## config.mk

```make
export PLATFORM = sky130hd
export DESIGN_NAME = req_gnt_monitor
export DESIGN_NICKNAME = d
export VERILOG_FILES = /design/src/rtl/req_gnt_mon_pkg.sv /design/src/rtl/req_gnt_chan.sv /design/src/rtl/req_gnt_monitor.sv
export SDC_FILE = /design/constraint.sdc
export NUM_CORES = 1
export LEC_CHECK = 0
export ABC_CLOCK_PERIOD_IN_PS = 2620
export CORE_MARGIN = 5
export CORE_UTILIZATION = 40
export CTS_CLUSTER_DIAMETER = 200
export CTS_CLUSTER_SIZE = 30
export DETAILED_ROUTE_END_ITERATION = 8
export GPL_ROUTABILITY_DRIVEN = 1
export PLACE_DENSITY = 0.72
export SLEW_MARGIN = 0
export SYNTH_ARGS = -nofsm -noshare
export SYNTH_HDL_FRONTEND = slang
export SYNTH_SLANG_ARGS = --single-unit
```

## constraint.sdc

```tcl
create_clock -name pclk -period 2.62 [get_ports pclk]
set_input_delay 0.393 -clock pclk [delete_from_list [all_inputs] [get_ports pclk]]
set_output_delay 0.393 -clock pclk [all_outputs]
set_load 0.02 [all_outputs]
```

## src/rtl/req_gnt_mon_pkg.sv

```systemverilog
// Shared types, limits and helpers for the request/grant latency monitor.
package req_gnt_mon_pkg;

    // Property flavour: implication (vacuous when idle) or strict sequence.
    typedef enum logic {
        MODE_IMPL = 1'b0,
        MODE_SEQ  = 1'b1
    } mode_e;

    localparam int unsigned NCH_LIMIT     = 32;
    localparam int unsigned MAX_LAT_LIMIT = 15;
    localparam int unsigned SAT_W         = 32;
    // Per-channel, per-edge event count width (up to 15 passes or 2 fails).
    localparam int unsigned EV_W          = 5;

    // Per-channel resolution summary for one clock edge.
    typedef struct packed {
        logic [EV_W-1:0] pass_n;
        logic [EV_W-1:0] fail_n;
        logic            vac;
    } chan_ev_t;

    // Add b to a, clamping at the all-ones value of a w-bit counter.
    function automatic logic [SAT_W-1:0] sat_add(
        input logic [SAT_W-1:0] a,
        input logic [SAT_W-1:0] b,
        input int unsigned      w
    );
        logic [SAT_W:0] sum;
        logic [SAT_W:0] lim;
        sum = {1'b0, a} + {1'b0, b};
        lim = ((SAT_W + 1)'(1) << w) - (SAT_W + 1)'(1);
        if (sum > lim) begin
            return lim[SAT_W-1:0];
        end
        return sum[SAT_W-1:0];
    endfunction

endpackage

```

## src/rtl/req_gnt_chan.sv

```systemverilog
// Single-channel attempt tracker: one bit per in-flight attempt age.
module req_gnt_chan
    import req_gnt_mon_pkg::*;
#(
    parameter int unsigned MIN_LAT = 2,
    parameter int unsigned MAX_LAT = 2,
    parameter mode_e       MODE    = MODE_IMPL
) (
    input  logic     pclk,
    input  logic     prst,
    input  logic     en,
    input  logic     preq,
    input  logic     pgnt,
    output chan_ev_t ev_c
);

    // age_q[j] holds an attempt that was age j at the previous edge.
    logic [MAX_LAT-1:0] age_q;
    logic [MAX_LAT-1:0] age_d;
    // Full age view at the current edge, bit 0 being a fresh start.
    logic [MAX_LAT:0]   age_c;
    logic               start_c;

    // Current-edge age vector including any attempt starting now.
    always_comb begin
        start_c = en & preq;
        age_c   = {age_q, start_c};
    end

    // Resolve attempts in window, expire the oldest, carry survivors.
    always_comb begin
        ev_c  = '0;
        age_d = '0;
        for (int unsigned k = 0; k <= MAX_LAT; k++) begin
            if (k >= MIN_LAT && age_c[k] && pgnt) begin
                ev_c.pass_n = ev_c.pass_n + EV_W'(1);
            end else if (k == MAX_LAT && age_c[k]) begin
                ev_c.fail_n = ev_c.fail_n + EV_W'(1);
            end else if (k < MAX_LAT) begin
                age_d[k] = age_c[k];
            end
        end
        if (en && !preq) begin
            if (MODE == MODE_SEQ) begin
                ev_c.fail_n = ev_c.fail_n + EV_W'(1);
            end else begin
                ev_c.vac = 1'b1;
            end
        end
    end

    // Age shift register; reset discards every pending attempt.
    always_ff @(posedge pclk or posedge prst) begin
        if (prst) begin
            age_q <= '0;
        end else begin
            age_q <= age_d;
        end
    end

endmodule

```

## src/rtl/req_gnt_monitor.sv

```systemverilog
// Multi-channel request/grant latency monitor with pulses, counters and error capture.
module req_gnt_monitor
    import req_gnt_mon_pkg::*;
#(
    parameter int unsigned NCH     = 4,
    parameter int unsigned MIN_LAT = 2,
    parameter int unsigned MAX_LAT = 2,
    parameter mode_e       MODE    = MODE_IMPL,
    parameter int unsigned CNT_W   = 16,
    localparam int unsigned CH_W   = (NCH > 1) ? $clog2(NCH) : 1
) (
    input  logic             pclk,
    input  logic             prst,
    input  logic             en,
    input  logic             clr,
    input  logic [NCH-1:0]   preq,
    input  logic [NCH-1:0]   pgnt,
    output logic [NCH-1:0]   pass,
    output logic [NCH-1:0]   fail,
    output logic [CNT_W-1:0] pass_cnt,
    output logic [CNT_W-1:0] fail_cnt,
    output logic [CNT_W-1:0] vac_cnt,
    output logic             err_sticky,
    output logic [CH_W-1:0]  first_fail_ch
);

    // Wide enough for NCH * 15 passes in one edge.
    localparam int unsigned SUM_W = 10;

    // Reject illegal configurations at elaboration.
    if (NCH == 0 || NCH > NCH_LIMIT || MIN_LAT == 0 || MIN_LAT > MAX_LAT ||
        MAX_LAT > MAX_LAT_LIMIT || CNT_W == 0 || CNT_W > SAT_W) begin : g_bad_param
        $fatal(1, "req_gnt_monitor: illegal parameters (need 1<=NCH<=32, 1<=MIN_LAT<=MAX_LAT<=15, 1<=CNT_W<=32)");
    end

    chan_ev_t         ev_c [NCH];
    logic [NCH-1:0]   pass_hit_c;
    logic [NCH-1:0]   fail_hit_c;
    logic [SUM_W-1:0] pass_sum_c;
    logic [SUM_W-1:0] fail_sum_c;
    logic [SUM_W-1:0] vac_sum_c;
    logic [CH_W-1:0]  ffc_c;

    for (genvar i = 0; i < NCH; i++) begin : g_chan
        req_gnt_chan #(
            .MIN_LAT (MIN_LAT),
            .MAX_LAT (MAX_LAT),
            .MODE    (MODE)
        ) u_chan (
            .pclk (pclk),
            .prst (prst),
            .en   (en),
            .preq (preq[i]),
            .pgnt (pgnt[i]),
            .ev_c (ev_c[i])
        );
    end

    // Fold per-channel events into hit masks, edge totals and lowest failing channel.
    always_comb begin
        pass_hit_c = '0;
        fail_hit_c = '0;
        pass_sum_c = '0;
        fail_sum_c = '0;
        vac_sum_c  = '0;
        ffc_c      = '0;
        for (int i = NCH - 1; i >= 0; i--) begin
            pass_hit_c[i] = (ev_c[i].pass_n != '0);
            fail_hit_c[i] = (ev_c[i].fail_n != '0);
            pass_sum_c    = pass_sum_c + SUM_W'(ev_c[i].pass_n);
            fail_sum_c    = fail_sum_c + SUM_W'(ev_c[i].fail_n);
            vac_sum_c     = vac_sum_c + SUM_W'(ev_c[i].vac);
            if (ev_c[i].fail_n != '0) begin
                ffc_c = CH_W'(i);
            end
        end
    end

    // One-cycle pass/fail pulses for the edge just decided.
    always_ff @(posedge pclk or posedge prst) begin
        if (prst) begin
            pass <= '0;
            fail <= '0;
        end else begin
            pass <= pass_hit_c;
            fail <= fail_hit_c;
        end
    end

    // Saturating event counters; clr drops this edge's contribution.
    always_ff @(posedge pclk or posedge prst) begin
        if (prst) begin
            pass_cnt <= '0;
            fail_cnt <= '0;
            vac_cnt  <= '0;
        end else if (clr) begin
            pass_cnt <= '0;
            fail_cnt <= '0;
            vac_cnt  <= '0;
        end else begin
            pass_cnt <= CNT_W'(sat_add(SAT_W'(pass_cnt), SAT_W'(pass_sum_c), CNT_W));
            fail_cnt <= CNT_W'(sat_add(SAT_W'(fail_cnt), SAT_W'(fail_sum_c), CNT_W));
            vac_cnt  <= CNT_W'(sat_add(SAT_W'(vac_cnt), SAT_W'(vac_sum_c), CNT_W));
        end
    end

    // Capture the first failure only; later failures leave the channel index alone.
    always_ff @(posedge pclk or posedge prst) begin
        if (prst) begin
            err_sticky    <= 1'b0;
            first_fail_ch <= '0;
        end else if (clr) begin
            err_sticky    <= 1'b0;
            first_fail_ch <= '0;
        end else if ((|fail_hit_c) && !err_sticky) begin
            err_sticky    <= 1'b1;
            first_fail_ch <= ffc_c;
        end
    end

endmodule

```

==> Implementation_results.wiki <==
{| class="wikitable"
! Metric !! Value
|-
| Cell area after technology mapping || around 0.0034 mm²
|-
| Die footprint || 0.0103 mm²
|-
| Maximum count of clock buffers along a single path || 2
|-
| Final net count || 440
|-
| Final ANT Viol Nets || 0
|-
| Outcome || complete, but fails checks
|-
| Global routing met2 resource utilization || 0.291
|-
| Failing checks || setup timing
|-
| Nature of the critical path startpoint || flop
|-
| Leakage power || 0.00204 µW
|-
| Detailed-route vias per instance || ~5.3
|-
| Number of library cell types mapped by synthesis || 46
|-
| Met1 GRT Util || 0.228
|-
| Number of flip-flops and latches in the synthesized netlist || 67
|-
| Iteration count of the initial detailed-routing pass || 4
|-
| Worst-case clock skew || approximately 0.012 ns
|-
| Worst slew slack as a fraction of its limit || 0.584
|-
| Final non-filler cell total || roughly 530
|-
| Number of remaining DRC errors || 0
|-
| Overflow left after global routing || 0
|-
| Hold Crit Class || reg -> reg
|-
| Clock-pin transition on the worst setup and hold timing paths || 0.08 ns
|-
| Total CTS buffers || 9
|-
| Setup repair after global routing missed its margin || true
|-
| Number of top-level pins || 71
|-
| Data arrival time of the critical path || approximately 2.9 ns
|-
| TritonCTS clock tree || built
|-
| Req. time, crit path || 2.86 ns
|-
| Kind of end point of the critical path || flop
|-
| Ys async rst share || 1.00
|-
| Number of global-route vias before repair || 2853
|-
| Die extent in y || slightly above 100 µm
|-
| Count of antenna diodes in the layout || 0
|-
| CORE AREA || just over 0.008 mm²
|-
| Number of hold buffers added after CTS || 0
|-
| Fraction of the cycle the final worst path needs || 1.00
|-
| Layout cells sized above 1 || 0.226
|-
| Count of final setup violators || 1
|-
| Power per Cell Area || 500 mW/mm²
|-
| Depth of the CTS H-tree || 3
|-
| Nets in the synthesized netlist || 338
|-
| Source-to-sink clock delay at the later pin of the worst-skew pair || 0.34 ns
|-
| Wire length of the first global-routing pass || between 10000 and 15000 µm
|-
| Cell at the root of the clock tree || clkbuf_8
|-
| Floorplan row count || 33
|-
| Final critical-path required period || 2.62 ns
|-
| Peak supply drop || ~0.00029 V
|-
| Fin. max-slew vios || 0
|-
| Setup TNS Final || -0.0000486 ns
|-
| Max-cap violation count || 0
|-
| Number of synthesis warnings || 0
|-
| Highest Clock Rate || 0.382 GHz
|-
| Port buffer count || 70
|-
| Detailed placer's ending HPWL || 5680 µm
|-
| Sinks on the clock net || 67
|-
| Worst setup path category || reg -> reg
|-
| Average detailed-routed wire length per instance || 16.3 µm
|-
| Pre-CTS setup slack || -0.538 ns
|-
| Maximum number of pins on one net before global-route repair || 47
|-
| Vias after detailed routing || 2785
|-
| Placer Congestion || 0.784
|-
| Setup WS post-layout || -0.0000486 ns
|-
| Total wirelength of the detailed-routed design || roughly 8600 µm
|-
| Die span in x || 102 µm
|-
| Avg Inst Size Synth || 10.7 µm²
|-
| Relative area change from synthesis to final layout || 40.1%
|-
| Post-Synthesis Cells || 314
|-
| Instance count after placement with tap cells included || 499
|-
| Proportion of synthesized chip area in sequential cells || 0.499
|-
| Slew @ Worst Pin || between 0.6 and 0.7 ns
|-
| Antenna violations before repair || 0
|-
| Starting utilization of the core area || 0.409
|-
| Filler cells || 741
|-
| Overall global routing resource usage || 0.174
|-
| Met3 track utilization from global routing || 0.0337
|-
| Top Usage Layer GRT || met2
|-
| Number of violations reported at the end of detailed-routing iteration 0 || 90
|-
| Crit path max fanout || 5
|-
| Most used flip-flop cell after synthesis || dfrtp_1
|-
| Number of synthesized flops with an enable pin || 0
|-
| Final count of hold timing violations || 0
|}
[logic make-up after synthesis]
family          count (synthesis)  synth area share
buf+inv                        36            0.0487
flops                          67             0.499
simple gates                   87             0.164
fa+ha+maj                      12            0.0625
compound gates                 86             0.158
xor+xnor                       25            0.0651
mux                             1           0.00298
[cell type report]
type / instances / area [µm²] / area share
Timing Repair Buffer: 102 / 943 / 0.200
Clock buffer: 9 / 124 / 0.0263
Tap cell: 105 / 131 / 0.0279
Inverter: 22 / 82.6 / 0.0175
Clock inverter: 7 / 76.3 / 0.0162
Multi-Input combinational cell: 214 / 1680 / 0.356
Sequential cell: 67 / 1680 / 0.356
[power breakdown]
group | switching (µW) | internal [µW]
clock | 435 | 444
sequential | 36.0 | 1070
combinational | 191 | 177
total | 662 | 1700
[flip-flops by register name, summed over array words and instances, names as in the netlist]
name	count
vac_cnt	16
pass	4
fail_cnt	16
pass_cnt	16
fail	4
err_sticky	1
g_chan.u_chan.age_q	8
first_fail_ch	2
[path summary, 6_finish.rpt]
path / start / end / slack [ns] / depth (start not counted)
min: g_chan[0].u_chan.age_q[0] / g_chan[0].u_chan.age_q[1] / 0.35 / 0
min reg2reg: g_chan[0].u_chan.age_q[0] / g_chan[0].u_chan.age_q[1] / 0.35 / 0
max: g_chan[3].u_chan.age_q[1] / pass_cnt[14] / -0.00005 / 10
max in group asynchronous: prst / pass_cnt[3] / 1.58 / 3
max reg2reg: g_chan[3].u_chan.age_q[1] / pass_cnt[14] / -0.00005 / 10
min in group asynchronous: prst / g_chan[2].u_chan.age_q[0] / 0.42 / 2
[stage by stage]
stage / instance area (µm²) / util / total power [µW] / hold WS (ns)
after floorplan: 3390 / - / 1310 / 0.331
after global placement: 4320 / 0.526 / 1460 / 0.335
after CTS: 4630 / 0.564 / 2380 / 0.355
after detailed placement: 4320 / 0.526 / 1480 / 0.337
after global routing: 4710 / 0.573 / 2470 / 0.372
final: 4710 / 0.573 / 2360 / 0.353
[timing repair]
action / CTS / global route
gates cloned: 4 / 0
resized for setup: 24 / 15
buffers inserted: 2 / 5
pin swaps: 11 / 11
setup endpoints to repair: 45 / 40
[routing by layer]
layer | wire length, µm | up-vias
li1 | - | 1331
met1 | 3700 | 1363
met2 | 4310 | 81
met3 | 448 | 10
met4 | 101 | 0
met5 | 0 | -
[placed cells by master (no fill, tap or decap), drive strengths merged, types with 8 or more instances in the layout]
master          n
buf            33
a31oi          10
clkbuf         10
nand3          10
clkdlybuf4s50  64
xor2           20
fa              8
nor2b           8
inv            23
and3           10
dfrtp          67
and2           13
o21ai          14
a21oi          39
and4           11
nand2          12
[critical path: stages, from the launching register on]
cell and delay, ns:
dfrtp_1 0.38, and2_4 0.15, fa_1 0.52, inv_2 0.04, fa_2 0.35, inv_2 0.07, fa_2 0.20, and4_4 0.22
and3_4 0.25, a311oi_2 0.11, a41o_1 0.22
[cells in the mapped netlist, drive strengths merged, types with 2 or more instances]
cell type	count	area [µm²]
dfrtp	67	1680
a21oi	39	203
inv	22	82.6
xor2	20	175
o21ai	14	70.1
and2	13	81.3
nand2	12	45.0
and4	11	98.8
a31oi	10	62.6
and3	9	56.3
clkbuf	9	35.0
fa	8	160
nand3	8	65.1
nor2b	8	50.1
o2111ai	7	67.6
nor2	6	22.5
buf	5	46.3
nand2b	5	31.3
xnor2	5	43.8
ha	4	50.1
nand4	4	25.0
o211ai	4	30.0
nor3	3	15.0
a211oi	2	15.0
a21o	2	15.0
o311a	2	20.0
o31ai	2	15.0
or3	2	12.5
Note: power is estimated with default switching activity, not from simulation.
